### src/rtl/axis_param_fifo.sv
// First-word-fall-through AXI-Stream style FIFO with registered m_ready and EMPTY/PARTIAL/FULL tracking.
// Define AXIS_PKT_COUNT_EN to add the pkt_count output (stored entries whose last flag is set).
module axis_param_fifo #(
    parameter int DATA_WIDTH = 8,
    parameter int DEPTH      = 4
) (
    input  logic                      clk,
    input  logic                      reset,
    input  logic [DATA_WIDTH-1:0]     m_data_in,
    input  logic                      m_valid,
    input  logic                      m_last,
    output logic                      m_ready,
    output logic [DATA_WIDTH-1:0]     s_data_out,
    output logic                      s_valid,
    output logic                      s_last,
    input  logic                      s_ready,
`ifdef AXIS_PKT_COUNT_EN
    output logic [$clog2(DEPTH):0]    pkt_count,
`endif
    output logic [$clog2(DEPTH):0]    fill_level
);

    localparam int AW = $clog2(DEPTH);
    localparam int FW = AW + 1;
    localparam logic [FW-1:0] C_ONE  = FW'(1);
    localparam logic [FW-1:0] C_LAST = FW'(DEPTH - 1);

    typedef enum logic [1:0] {
        ST_EMPTY   = 2'd0,
        ST_PARTIAL = 2'd1,
        ST_FULL    = 2'd2
    } state_t;

    state_t                r_state;
    state_t                w_state_nxt;
    logic [FW-1:0]         r_fill;
    logic [FW-1:0]         w_fill_nxt;
    logic [AW-1:0]         r_wr_ptr;
    logic [AW-1:0]         r_rd_ptr;
    logic                  r_m_ready;
    logic [DATA_WIDTH:0]   r_mem [DEPTH];
    logic [DATA_WIDTH:0]   w_head;
    logic                  w_s_valid;
    logic                  w_push;
    logic                  w_pop;

    assign w_s_valid = (r_state != ST_EMPTY);
    assign w_push    = m_valid & r_m_ready;
    assign w_pop     = w_s_valid & s_ready;

    always_comb begin
        w_state_nxt = r_state;
        w_fill_nxt  = r_fill;
        case (r_state)
            ST_EMPTY: begin
                if (w_push) begin
                    w_state_nxt = ST_PARTIAL;
                    w_fill_nxt  = C_ONE;
                end
            end
            ST_PARTIAL: begin
                if (w_push && !w_pop) begin
                    w_fill_nxt = r_fill + C_ONE;
                    if (r_fill == C_LAST) begin
                        w_state_nxt = ST_FULL;
                    end
                end else if (w_pop && !w_push) begin
                    w_fill_nxt = r_fill - C_ONE;
                    if (r_fill == C_ONE) begin
                        w_state_nxt = ST_EMPTY;
                    end
                end
            end
            ST_FULL: begin
                // m_ready is low here, so a pop is the only possible event
                if (w_pop) begin
                    w_state_nxt = ST_PARTIAL;
                    w_fill_nxt  = r_fill - C_ONE;
                end
            end
            default: begin
                w_state_nxt = ST_EMPTY;
                w_fill_nxt  = '0;
            end
        endcase
    end

    always_ff @(posedge clk or negedge reset) begin
        if (!reset) begin
            r_state   <= ST_EMPTY;
            r_fill    <= '0;
            r_wr_ptr  <= '0;
            r_rd_ptr  <= '0;
            r_m_ready <= 1'b0;
        end else begin
            r_state   <= w_state_nxt;
            r_fill    <= w_fill_nxt;
            r_m_ready <= (w_state_nxt != ST_FULL);
            if (w_push) begin
                r_wr_ptr <= r_wr_ptr + 1'b1;
            end
            if (w_pop) begin
                r_rd_ptr <= r_rd_ptr + 1'b1;
            end
        end
    end

    always_ff @(posedge clk) begin
        if (w_push) begin
            r_mem[r_wr_ptr] <= {m_last, m_data_in};
        end
    end

    // Storage is never reset, so the head is masked while empty to keep outputs clean
    assign w_head     = r_mem[r_rd_ptr];
    assign s_data_out = w_s_valid ? w_head[DATA_WIDTH-1:0] : '0;
    assign s_last     = w_s_valid & w_head[DATA_WIDTH];
    assign s_valid    = w_s_valid;
    assign m_ready    = r_m_ready;
    assign fill_level = r_fill;

`ifdef AXIS_PKT_COUNT_EN
    logic [FW-1:0] r_pkt_count;
    logic          w_pkt_inc;
    logic          w_pkt_dec;

    assign w_pkt_inc = w_push & m_last;
    assign w_pkt_dec = w_pop & s_last;

    always_ff @(posedge clk or negedge reset) begin
        if (!reset) begin
            r_pkt_count <= '0;
        end else if (w_pkt_inc && !w_pkt_dec) begin
            r_pkt_count <= r_pkt_count + C_ONE;
        end else if (w_pkt_dec && !w_pkt_inc) begin
            r_pkt_count <= r_pkt_count - C_ONE;
        end
    end

    assign pkt_count = r_pkt_count;
`endif

endmodule
### config.mk
export PLATFORM = sky130hd
export DESIGN_NAME = axis_param_fifo
export DESIGN_NICKNAME = d
export VERILOG_FILES = /design/src/rtl/axis_param_fifo.sv
export SDC_FILE = /design/constraint.sdc
export NUM_CORES = 1
export LEC_CHECK = 0
export ABC_AREA = 1
export CORE_MARGIN = 2
export CORE_UTILIZATION = 46
export DETAILED_ROUTE_END_ITERATION = 7
export PLACE_DENSITY = 0.75
export SLEW_MARGIN = 20
export SYNTH_ARGS = -nofsm -noshare
export SYNTH_HDL_FRONTEND = slang
export SYNTH_SLANG_ARGS = --single-unit
### constraint.sdc
create_clock -name clk -period 2.7 [get_ports clk]
set_clock_uncertainty 0.1 [all_clocks]
set_input_delay 0.54 -clock clk [delete_from_list [all_inputs] [get_ports clk]]
set_output_delay 0.54 -clock clk [all_outputs]
set_load 0.01 [all_outputs]
# [Word level (Yosys, flattened, before mapping)]
# Memories as Yosys holds them, arrays and structs flattened.
# Cells that the tools add are included.
[word_totals] reg_bits=10 latch_bits=0 ram_bits=36 mem_bits_ro=0 out_inout_bits=14 n_memories=1
[classes] n_addsub=4 n_mul=0 n_div=0 order_cmp=0 eq_ne=8 shift=0 muxes=15 bitwise_logic=3 n_reduce_logical=7
[mem_list] name="r_mem" depth=4 word_bits=9 read_ports=1 rd_clocked_by_memory_dff=0 write_ports=1 line="41" source="logic [DATA_WIDTH:0] r_mem [DEPTH];"
[op_table] op="2-to-1 mux 2 bit" count=6
[op_table] op="2-to-1 mux 3 bit" count=4
[op_table] op="one-hot mux 3 bit (3 select lines)" count=1
[op_table] op="2-to-1 mux 8 bit" count=1
[op_table] op="!= test 2 bit (second input constant)" count=3
[op_table] op="one-hot mux 2 bit (3 select lines)" count=1
[op_table] op="adder 2 x 1 -> 2 bit (second input constant)" count=2
[op_table] op="adder 3 x 1 -> 3 bit (second input constant)" count=1
[op_table] op="AND 1 bit" count=3
[op_table] op="== test 3 x 1 -> 1 bit (second input constant)" count=1
[op_table] op="== test 3 x 2 -> 1 bit (second input constant)" count=1
[op_table] op="!= test 3 bit (second input constant)" count=1
[op_table] op="AND reduction 3 bit" count=1
[op_table] op="subtractor 3 x 1 -> 3 bit (second input constant)" count=1
[op_table] op="== test 2 x 1 -> 1 bit (second input constant)" count=1
[op_table] op="== test 2 bit (second input constant)" count=1
[op_table] op="logical AND 1 bit" count=2
[op_table] op="logical NOT 1 bit" count=2
[op_table] op="logical NOT 2 bit" count=1
[op_table] op="2-to-1 mux 1 bit" count=2
[op_table] op="nonzero test 2 bit" count=1

# [Longest topological paths before layout]
[logic_depth] word_depth=7 depth_mapped=9

# [Worst setup path after synthesis]
# Ideal clock, no wire load.
[synth_timing] path_type="register to output" startpoint="register r_rd_ptr[0]" endpoint="output port s_data_out[6]" arrival_ns=0.970 required_ns=2.060 slack_ns=1.090 stages_incl_launch_ff=5 cell_sequence="dfrtp_1 > inv_2 > buf_2 > o21ai_1 > a21oi_1"
[synth_between] elab_chain_cells=2
[synth_lines] element="start, declared" line="39" source="logic [AW-1:0] r_rd_ptr;"
[synth_lines] element="start signal, assigned" line="103" source="r_rd_ptr <= r_rd_ptr + 1'b1;"
[synth_lines] element="memory read (4 x 9 bit)"
[synth_lines] element="2-to-1 mux 8 bit" line="116" source="assign s_data_out = w_s_valid ? w_head[DATA_WIDTH-1:0] : '0;"
[synth_lines] element="end, declared" line="13" source="output logic [DATA_WIDTH-1:0] s_data_out,"
# Every way passes these cells.

# [Worst setup path after layout]
[layout_timing] startpoint="register r_rd_ptr[0]" endpoint="output port s_data_out[7]"
# Same word-level chain as after synthesis.

==> flow_summary.json <==
{
  "status": "completed",
  "min_period_over_period": 0.946,
  "fp-row-count": 24,
  "drive_above_1_share": 0.133,
  "grt_antenna_before_repair": 0,
  "coreArea_sq_mm": 0.00438,
  "worstSetupStartpoint": "r_rd_ptr[0]",
  "die_w_microns": 71.6,
  "grt_pass1_vias": 1367,
  "p_total_mw": 2.73,
  "cts_hold_buf": 0,
  "overflow": 0,
  "syn-num-nets": 218,
  "crit_path_end_kind": "primary output",
  "tightest_slew_ns": 0.477,
  "syn_inst": 195,
  "cellLeakagePower_nw": 1.02,
  "fin_crit_ns": 2.55,
  "grtUsageMet2": 0.279,
  "arrival_ns": 1.91,
  "dr.pass1.iters": 4,
  "diodes": 0,
  "avgRoutedWirePerCell_microns": 13.6,
  "ys_warn_count": 0,
  "rsz0062_at_grt": "no",
  "die-area_sq_mm": 0.00512,
  "drtIter0Drc": 48,
  "grt_pass1_wl_mm": 6.50,
  "viasPerCell": 4.99,
  "grt_usage": 0.172,
  "layout_common_cells": "nor2_1 (42), edfxtp_1 (36), clkdlybuf4s50_1 (26)",
  "clk_pin_slew_ns": 0.09,
  "dieHeight_microns": 71.6,
  "grt_util_met1": 0.219,
  "ios": 27,
  "fin_setup_tns_ns": 0,
  "cp-start-kind": "register",
  "yosysSeqAreaShare": 0.634,
  "crit_type": "register to primary output",
  "place.gp.congestion": 0.858,
  "syn_area_per_cell_sq_um": 10.8,
  "grt.busiest_layer": "met2",
  "fill_cells": 378,
  "finalHoldViolations": 0,
  "cts_buffers": 5,
  "maxCapViolCount": 0,
  "cts_tree": "done",
  "use_met3": 0.0520,
  "drt_wl_total_mm": 3.86,
  "synth_area_sq_mm": 0.00210,
  "cellPowerDensity_mw_per_mm2": 1070,
  "netlist-cell-type-count": 21,
  "ir_worst_vdd_uv": 537,
  "finalSetupViolCount": 0,
  "dpl.hpwl_mm": 2.59,
  "clk_path_buf_depth": 2,
  "antenna_left": 0,
  "start_util": 0.479,
  "num_vias": 1423,
  "port_buffers": 26,
  "cts.sinks": 46,
  "drv_slew": 0,
  "hold_class": "register to register",
  "drc": 0,
  "worst_skew_pair.late_latency_ns": 0.30,
  "final_common_cell": "nor2_1",
  "grt_max_degree": 19,
  "fmax_mhz": 391,
  "htree_levels": 2,
  "crit_fanout": 18,
  "cp.required_ns": 2.06,
  "regToRegStartpoint": "r_state[1]",
  "final_net_count": 255,
  "max_slew_margin": 0.681,
  "synthToLayoutAreaGrowth_pct": 21.8,
  "worstHoldStart": "fill_level[2]",
  "root_buffer": "clkbuf_8",
  "ys_ff_latch": 46
}
==> final cells by class <==
cell class | instances | area, sq um | share of cell area
Tap cell | 52 | 65.1 | 0.0255
Sequential cell | 46 | 1330 | 0.521
Timing Repair Buffer | 35 | 328 | 0.128
Clock buffer | 5 | 68.8 | 0.0269
Inverter | 22 | 82.6 | 0.0323
Clock inverter | 3 | 23.8 | 0.00930
Multi-Input combinational cell | 122 | 656 | 0.256
==> routing by layer <==
layer | vias up | part of all wire
li1 | 723 | -
met1 | 675 | 0.46
met2 | 20 | 0.50
met3 | 5 | 0.026
met4 | 0 | 0.012
met5 | - | 0
==> state kept, by name, indices dropped and copies added (netlist names) <==
register / flops
fill_level: 3
m_ready: 1
r_mem: 36
r_rd_ptr: 2
r_state: 2
r_wr_ptr: 2
==> cell usage after synthesis <==
library cell	instances	area share
nor2_2	1	0.0030
nand3_1	5	0.012
nand4_1	1	0.0030
buf_4	2	0.0071
edfxtp_1	36	0.51
inv_2	4	0.0071
nor2_4	2	0.011
inv_1	18	0.032
xor2_1	3	0.013
nand3_2	2	0.0095
nand2_1	19	0.034
o21a_1	1	0.0036
nor2_1	42	0.075
buf_2	3	0.0071
o21ai_1	20	0.048
o21ai_0	2	0.0048
a21oi_1	10	0.024
dfrtp_1	10	0.12
ha_1	10	0.060
nand2_2	3	0.0089
o21ai_2	1	0.0042
==> critical path: stages, from the launching register on <==
cell,delay (ns)
dfrtp_2,0.48
inv_2,0.27
o21ai_1,0.12
a21oi_1,0.19
clkdlybuf4s50_1,0.56
==> final timing paths <==
kind / to / cells after the start / slack [ns]
worst max-delay path: s_data_out[7] / 4 / 0.15
max in group asynchronous: r_rd_ptr[0] / 1 / 1.70
min in group asynchronous: r_rd_ptr[1] / 1 / 0.46
worst min-delay path: fill_level[2] / 2 / 0.45
worst min register to register: fill_level[2] / 2 / 0.45
worst max register to register: fill_level[0] / 7 / 0.82
==> logic make-up (layout without fill, tap and decap cells) <==
kind of cell	count (synthesis)	in the layout	synth area share
compound gates	34	34	0.0840
xor+xnor	3	3	0.0125
fa+ha+maj	10	10	0.0596
buf+inv	27	65	0.0536
flops	46	46	0.634
simple gates	75	75	0.156
==> what timing repair did <==
action / in CTS / in global routing
gates resized for setup: 1 / 0
endpoints found under the setup margin: 5 / 6
buffers inserted: 0 / 3
endpoints found under the hold margin: 0 / 0
==> metrics by stage <==
stage / utilization / instance area (sq um) / hold WS (ns) / worst slack [ns] / cells
finish: 0.583 / 2560 / 0.446 / 0.145 / 285
global route: 0.583 / 2560 / 0.478 / 0.0353 / 285
CTS: 0.578 / 2530 / 0.448 / 0.0816 / 282
detailed placement: 0.557 / 2440 / 0.425 / 0.316 / 274
global placement: 0.557 / 2440 / 0.413 / 0.342 / 274
floorplan: - / 2100 / 0.144 / 1.09 / 195
==> power by group <==
part / switching, mW / internal, mW
clock network: 0.243 / 0.185
logic: 0.677 / 0.575
registers: 0.105 / 0.947
(Power assumes the default switching activity.)
